[src/rtl/mux4_rr_arbiter_if.sv]
// Bundle of the four requester channels, the mode select and the registered
// output port of the 4:1 arbitrating multiplexer.
interface mux4_rr_arbiter_if #(
  parameter int WIDTH = 8
);
  logic [3:0]       req;
  logic [WIDTH-1:0] d0;
  logic [WIDTH-1:0] d1;
  logic [WIDTH-1:0] d2;
  logic [WIDTH-1:0] d3;
  logic             fixed_pri;
  logic             y_ready;
  logic [3:0]       grant;
  logic [WIDTH-1:0] y;
  logic             y_valid;
  logic [1:0]       sel;

  // Requesters plus downstream consumer drive the arbiter through this side.
  modport master (
    output req, d0, d1, d2, d3, fixed_pri, y_ready,
    input  grant, y, y_valid, sel
  );

  modport slave (
    input  req, d0, d1, d2, d3, fixed_pri, y_ready,
    output grant, y, y_valid, sel
  );
endinterface

[src/rtl/mux4_rr_arbiter.sv]
// 4:1 arbitrating multiplexer with a one-word registered output stage.
// Round-robin or fixed priority; grant is a combinational capture acknowledge.
module mux4_rr_arbiter #(
  parameter int WIDTH = 8
) (
  input  logic                 clk,
  input  logic                 reset,
  mux4_rr_arbiter_if.slave     bus
);

  logic [WIDTH-1:0] y_q, y_d;
  logic [1:0]       sel_q, sel_d;
  logic             vld_q, vld_d;
  logic [1:0]       ptr_q, ptr_d;

  logic             load;
  logic [1:0]       winner;
  logic [WIDTH-1:0] win_data;

  // First requesting index after the last winner, wrapping mod 4; the last
  // winner itself is scanned last so a lone requester always wins.
  function automatic logic [1:0] pick_rr(input logic [3:0] r, input logic [1:0] p);
    logic [1:0] idx;
    logic [1:0] w;
    logic       found;
    w     = p;
    found = 1'b0;
    for (int k = 1; k <= 4; k++) begin
      idx = p + 2'(k);
      if (!found && r[idx]) begin
        w     = idx;
        found = 1'b1;
      end
    end
    return w;
  endfunction

  function automatic logic [1:0] pick_fixed(input logic [3:0] r);
    logic [1:0] w;
    w = 2'd0;
    for (int k = 3; k >= 0; k--) begin
      if (r[k]) w = 2'(k);
    end
    return w;
  endfunction

  always_comb begin
    load     = (!vld_q || bus.y_ready) && (bus.req != 4'b0000);
    winner   = bus.fixed_pri ? pick_fixed(bus.req) : pick_rr(bus.req, ptr_q);
    win_data = bus.d0;
    case (winner)
      2'd0: win_data = bus.d0;
      2'd1: win_data = bus.d1;
      2'd2: win_data = bus.d2;
      2'd3: win_data = bus.d3;
      default: win_data = bus.d0;
    endcase

    y_d   = y_q;
    sel_d = sel_q;
    vld_d = vld_q;
    ptr_d = ptr_q;
    if (load) begin
      y_d   = win_data;
      sel_d = winner;
      vld_d = 1'b1;
      ptr_d = winner;
    end else if (vld_q && bus.y_ready) begin
      vld_d = 1'b0;
    end
  end

  // Grant is masked by reset so nothing is acknowledged while the stage is held clear.
  always_comb begin
    bus.grant = 4'b0000;
    if (load && !reset) bus.grant[winner] = 1'b1;
  end

  always_ff @(posedge clk or posedge reset) begin
    if (reset) begin
      y_q   <= '0;
      sel_q <= 2'd0;
      vld_q <= 1'b0;
      ptr_q <= 2'd3;
    end else begin
      y_q   <= y_d;
      sel_q <= sel_d;
      vld_q <= vld_d;
      ptr_q <= ptr_d;
    end
  end

  assign bus.y       = y_q;
  assign bus.y_valid = vld_q;
  assign bus.sel     = sel_q;

endmodule
[src/flat_wrapper.sv]
// flat-port wrapper written by rule: the top's interface ports become plain ports
module mux4_rr_arbiter_flat 
#(
  parameter int WIDTH = 8
)
  (clk, reset, bus_req, bus_d0, bus_d1, bus_d2, bus_d3, bus_fixed_pri, bus_y_ready, bus_grant, bus_y, bus_y_valid, bus_sel);
  mux4_rr_arbiter_if #(.WIDTH(WIDTH)) bus_i ();
  input  logic clk;
  input  logic reset;
  input wire logic [$bits(bus_i.req)-1:0] bus_req;
  input wire logic [$bits(bus_i.d0)-1:0] bus_d0;
  input wire logic [$bits(bus_i.d1)-1:0] bus_d1;
  input wire logic [$bits(bus_i.d2)-1:0] bus_d2;
  input wire logic [$bits(bus_i.d3)-1:0] bus_d3;
  input wire logic [$bits(bus_i.fixed_pri)-1:0] bus_fixed_pri;
  input wire logic [$bits(bus_i.y_ready)-1:0] bus_y_ready;
  output wire logic [$bits(bus_i.grant)-1:0] bus_grant;
  output wire logic [$bits(bus_i.y)-1:0] bus_y;
  output wire logic [$bits(bus_i.y_valid)-1:0] bus_y_valid;
  output wire logic [$bits(bus_i.sel)-1:0] bus_sel;
  assign bus_i.req = bus_req;
  assign bus_i.d0 = bus_d0;
  assign bus_i.d1 = bus_d1;
  assign bus_i.d2 = bus_d2;
  assign bus_i.d3 = bus_d3;
  assign bus_i.fixed_pri = bus_fixed_pri;
  assign bus_i.y_ready = bus_y_ready;
  assign bus_grant = bus_i.grant;
  assign bus_y = bus_i.y;
  assign bus_y_valid = bus_i.y_valid;
  assign bus_sel = bus_i.sel;
  mux4_rr_arbiter #(.WIDTH(WIDTH)) u_core (.clk(clk), .reset(reset), .bus(bus_i));
endmodule
[config.mk]
export PLATFORM = sky130hd
export DESIGN_NAME = mux4_rr_arbiter_flat
export DESIGN_NICKNAME = d
export VERILOG_FILES = /design/src/rtl/mux4_rr_arbiter_if.sv /design/src/rtl/mux4_rr_arbiter.sv /design/src/flat_wrapper.sv
export SDC_FILE = /design/constraint.sdc
export NUM_CORES = 1
export LEC_CHECK = 0
export ABC_AREA = 1
export BUFFER_PORTS_ARGS = -buffer_cell sky130_fd_sc_hd__buf_2
export CAP_MARGIN = 40
export CORE_MARGIN = 5
export CORE_UTILIZATION = 30
export DETAILED_ROUTE_END_ITERATION = 7
export PLACE_DENSITY_LB_ADDON = 0.3
export SLEW_MARGIN = 20
export SYNTH_ARGS = -nofsm -noshare
export SYNTH_HDL_FRONTEND = slang
export SYNTH_SLANG_ARGS = --single-unit
[constraint.sdc]
create_clock -name clk -period 2 [get_ports clk]
set_clock_uncertainty 0.2 [all_clocks]
set_input_delay 0.3 -clock clk [delete_from_list [all_inputs] [get_ports clk]]
set_output_delay 0.3 -clock clk [all_outputs]
set_load 0.005 [all_outputs]
[Yosys cells after proc, flatten, opt, wreduce, memory -nomap -nowiden]
Index checks and enable logic that the tools add are counted.
Storage, ports and cells
  register bits after elaboration: 13
  input port bits: 40
  logic and storage cells: 58
Operators by class
  add/sub/neg operators: 3
  magnitude comparators: 6
  eq/ne operators: 3
  mux-type cells: 26
  reduce and logical (&&, ||, !) cells: 16
Operators with widths (count)
  one-hot mux 8 bit (4 select lines): 1
  two-way mux 2 bit: 9
  less-than comparator 2 x 3 -> 1 bit, second input constant: 5
  two-way mux 1 bit: 10
  binary-select mux 1 bit (select 2 bit): 4
  logical AND 1 bit: 7
  zero test 1 bit: 5
  adder 2 bit, second input constant: 2
  == test 2 bit, second input constant: 2
  two-way mux 4 bit: 1
  nonzero test 4 bit: 1
  adder 2 x 1 -> 2 bit, second input constant: 1
  demux 1 bit (select 2 bit): 1
  == test 2 x 1 -> 1 bit, second input constant: 1
  >= comparator 2 x 1 -> 1 bit, second input constant: 1
  zero test 2 bit: 1
  nonzero test 2 bit: 1
  logical OR 1 bit: 1

[Depth between registers and ports, before layout]
  depth after elaboration: 19
  mapped depth: 17
  depth with buffers taken out: 15

[Worst setup path after synthesis]
No wires, ideal clock.
  kind: reg2out
  start point: register u_core.ptr_q[0]
  end point: output port bus_grant[2]
  arrival time: 1.578 ns
  slack: -0.078 ns
  cell stages (with the launch flop): 13
  path buffers: 2
  cells stage by stage: dfstp_2 buf_6 inv_4 nand2_1 nand2_1 inv_2 nand2_1 nand2_1 nand3_1 nand3_4 nand2_2 buf_6 nor3_1
Between the ends
  word-level cells in the longest chain between the ends: 19
  elaborated cells on any way between the ends: 31
Ends and longest elaborated chain
  start, declared: RTL line mux4_rr_arbiter.sv:14  | logic [1:0] ptr_q, ptr_d;
  start signal, assigned: RTL line mux4_rr_arbiter.sv:89  | ptr_q <= ptr_d;
  adder 2 x 1 -> 2 bit: RTL line mux4_rr_arbiter.sv:29  | idx = p + 2'(k);
  binary-select mux 1 bit (select 2 bit): RTL line mux4_rr_arbiter.sv:30  | if (!found && r[idx]) begin
  two-way mux 1 bit (implied by the code): RTL line mux4_rr_arbiter.sv:30
  two-way mux 1 bit: RTL line mux4_rr_arbiter.sv:30
  zero test 1 bit: RTL line mux4_rr_arbiter.sv:30
  logical AND 1 bit: RTL line mux4_rr_arbiter.sv:30
  two-way mux 1 bit: RTL line mux4_rr_arbiter.sv:30
  zero test 1 bit: RTL line mux4_rr_arbiter.sv:30
  [3 not listed]
  logical AND 1 bit: RTL line mux4_rr_arbiter.sv:30
  two-way mux 2 bit (*): RTL line mux4_rr_arbiter.sv:30
  two-way mux 2 bit (*): RTL line mux4_rr_arbiter.sv:49  | winner = bus.fixed_pri ? pick_fixed(bus.req) : pick_rr(bus.req, ptr_q);
  less-than comparator 2 x 3 -> 1 bit (implied by the code) / >= comparator 2 x 1 -> 1 bit (equally long branches): RTL line mux4_rr_arbiter.sv:76  | if (load && !reset) bus.grant[winner] = 1'b1;
  logical AND 1 bit (implied by the code): RTL line mux4_rr_arbiter.sv:76
  two-way mux 1 bit (implied by the code): RTL line mux4_rr_arbiter.sv:76
  demux 1 bit (select 2 bit) (*)
  two-way mux 4 bit (*): RTL line mux4_rr_arbiter.sv:76
  end, declared: RTL line flat_wrapper.sv:17  | output wire logic [$bits(bus_i.grant)-1:0] bus_grant;
Mark *: on every way between the ends. The rest lies on a longest branch, timed or not. The select of a mux whose other input is x is not followed.

[Worst setup path in the final report]
  start point: register u_core.ptr_q[0]
  end point: output port bus_grant[1]
Same word-level chain as after synthesis.

==> flow_summary.ini <==
[outcome]
status = finished, violations left
violations = setup timing

[synthesis]
synthDistinctLibCells = 23
synth_edf_count = 0
ys_async_sr_fraction_pct = 100.0
syn_avg_cell_area_um2 = 6.110
seq_area_frac_synth_pct = 29.81
yosys.area.top_type = nand2_1
syn_inst = 180
syn-num-nets = 220
ys_warn_count = 0
netlist_top_cells_area = nand2_1 27%, dfrtp_1 25%, nand3_1 8.6%
netlist_top_cells_count = 79 x nand2_1, 22 x inv_1, 19 x nand3_1
synth_ff_type = dfrtp_1
synth-seq-cells = 13
synth_top_area_share_pct = 26.96
synth_area_mm2 = 0.001100
yosysMostFrequentCell = nand2_1

[cts]
path_clk_slew_ns = 0.06
cts_tree = built
htree_levels = 1
cts_made_buffers = 3
clk_latency_ns = 0.25
clock_sinks = 13
cts_buffer_depth = 2
cts-root-buf = clkbuf_8

[pwr]
seqPwrFrac_pct = 22.3
clock_power_share_pct = 11.4
p_per_area_mw_per_mm2 = 1207
combPwrFrac_pct = 66.3
swShare_pct = 43.79
internal_power_uw = 1177
irDropWorstVdd_v = 0.0004257
leakagePower_uw = 0.0009964
netSwitchingPower_uw = 916.9
total_power_uw = 2094

[global_routing]
grt.total_usage_pct = 13.62
first_global_vias = 1212
grt_pass1_wl_um = 5568
grt_overflow = 0
grt_max_degree = 18
antenna_found_initial = 0

[drt]
ant_nets = 0
wl_per_cell_um = 11.79
viasPerCell = 4.581
dr.pass1.iters = 4
route.detailed.drc = 0
drt-total-wl_um = 3549
vias = 1379
drtIter0Drc = 44

[timing]
period_share_pct = 117.5
hold_slack_ns = 0.1291
hold_violations = 0
tightest_slew_ns = 0.2143
setup_viol = 12
setup_slack_ns = -0.3509
drv_slew = 0
rsz0062_at_grt = true
maxSlewHeadroom_pct = 85.56
fmax_ghz = 0.4254
fin_crit_ns = 2.351

[setup_path]
cp_slowest_cell = dfstp_2
r2r-start = u_core.ptr_q[0]
crit_type = flop to output port
crit_required_ns = 1.50
critical_path.most_common_cell = nand2_2
cp_top_family = simple AND/OR/NAND/NOR gates
crit_buf_inv = 1
worstSetupEndpointType = output port
start_kind = flop
path_cells = nand2_1 -> nand2_2 -> nand3_1 -> nand2_2 -> nand2_2 -> nand2_2 -> nand3_4 -> nand2_4 -> nand2_1 -> nor2_1 -> buf_2
regToRegEndpoint = u_core.bus.y[5]
regToRegSetupSlack_ns = -0.22
cp_max_fo = 8
crit_arrival_ns = 1.85
worstRegToRegCells = 15
crit_path_max_incr_delay_ns = 0.62

[layout]
drive_gt1_share_pct = 45.85
nNetsFinal = 294
syn2layout_area_growth_pct = 57.79
diodes = 0

[worst_hold_path]
hold_path_end = u_core.bus.y_valid
hp-class = input pin to flop
hp-start = bus_y_ready
holdPathStages = 4

[placement]
gp_congestion = 0.9047
preCtsSetupSlack_ns = -0.09598
dpl.hpwl_um = 2670
port_buffers = 54

[floorplan]
core_region_area_mm2 = 0.003606
die_h_um = 70.55
die_area_mm2 = 0.004977
die_x_um = 70.55
initial_core_util_pct = 30.50
ios = 55
rows = 22

[run]
timing.max_cap.violations = 0
## power by group through the flow
stage	combinational [uW]	clock [uW]	sequential [uW]
floorplan	723	0	454
global placement	1090	0	466
detailed placement	1100	0	470
finish	1390	239	467
CTS	1150	246	468
global route	1540	254	489
## worst min-delay path, delay by kind of cell
family	cells	cell delay, ns
buffers and inverters	2	0.10
AND/OR/NAND/NOR	2	0.13
## layout make-up
| class | instances | area (um^2) |
|---|---|---|
| flip-flops and latches | 13 | 327.8 |
| inverters | 27 | 108.9 |
| fillers | 394 | 1871 |
| well taps | 48 | 60.06 |
| clock buffers | 4 | 45.04 |
| repair buffers | 76 | 490.5 |
| multi-input cells | 133 | 703.2 |
## logic make-up (layout without fill, tap and decap cells)
kind of cell	Yosys count	in the layout	synth area share [%]
AOI/OAI and AO/OA	17	17	8.077
buffers and inverters	34	107	14.45
DFF	13	13	29.81
and+or+nand+nor	116	116	47.67
## worst max path at each step
stage / start / to / slack, ns / cells after the start
2_1_floorplan: u_core.ptr_q[0] / bus_grant[0] / -0.06 / 12
3_3_place_gp: u_core.ptr_q[0] / bus_grant[3] / -0.08 / 10
3_5_place_dp: u_core.ptr_q[0] / u_core.bus.y[2] / -0.1 / 14
4_1_cts: u_core.ptr_q[0] / bus_grant[1] / -0.34 / 13
5_1_grt: u_core.ptr_q[0] / bus_grant[3] / -0.51 / 13
6_report: u_core.ptr_q[0] / bus_grant[1] / -0.35 / 11
## placed cells by master, fill, tap and decap left out, types with 2 or more instances in the layout
master    synthesis  routed
buf_2             1      54
nand3_4           2       2
inv_1            22      22
nand2_2           1      11
buf_6             3       4
dfstp_2           2       2
nand2_4           1       2
clkbuf_8          0       3
nor2_1            4       4
o21ai_2           1      10
o21ai_0           5       4
nand3_2           1       4
dfrtp_1          11      11
nand3_1          19      16
nand4_1           8       8
buf_4             1      14
inv_2             3       3
nand2_1          79      68
## timing repair
action | CTS | global route
gates cloned | 0 | 1
hold buffers | 1 | 0
pin swaps | 2 | 6
endpoints found under the setup margin | 12 | 14
gates resized for setup | 3 | 28
setup buffers | 2 | 4
endpoints found under the hold margin | 11 | 0
## metrics by stage
stage | util [%] | setup TNS [ns] | cells | cell area, um^2
2_1_floorplan | - | -0.2663 | 180 | 1112
3_3_place_gp | 41.98 | -0.7044 | 290 | 1514
3_5_place_dp | 41.98 | -0.9858 | 290 | 1514
4_1_cts | 44.21 | -2.747 | 297 | 1594
5_1_grt | 48.13 | -4.963 | 301 | 1735
6_report | 48.13 | -2.887 | 301 | 1735
## layer usage
layer / global-route usage, % / wire, um / vias up
met5: 0 / 0 / -
met4: 3.132 / 13 / 0
met3: 3.267 / 215 / 2
met2: 22.35 / 1683 / 49
met1: 18.22 / 1637 / 614
li1: - / - / 714
## state kept, by name, indices dropped and copies added, names as in the netlist
name,count
u_core.bus.y,8
u_core.bus.sel,2
u_core.ptr_q,2
u_core.bus.y_valid,1
No activity file was read; power rests on OpenSTA's default activity.
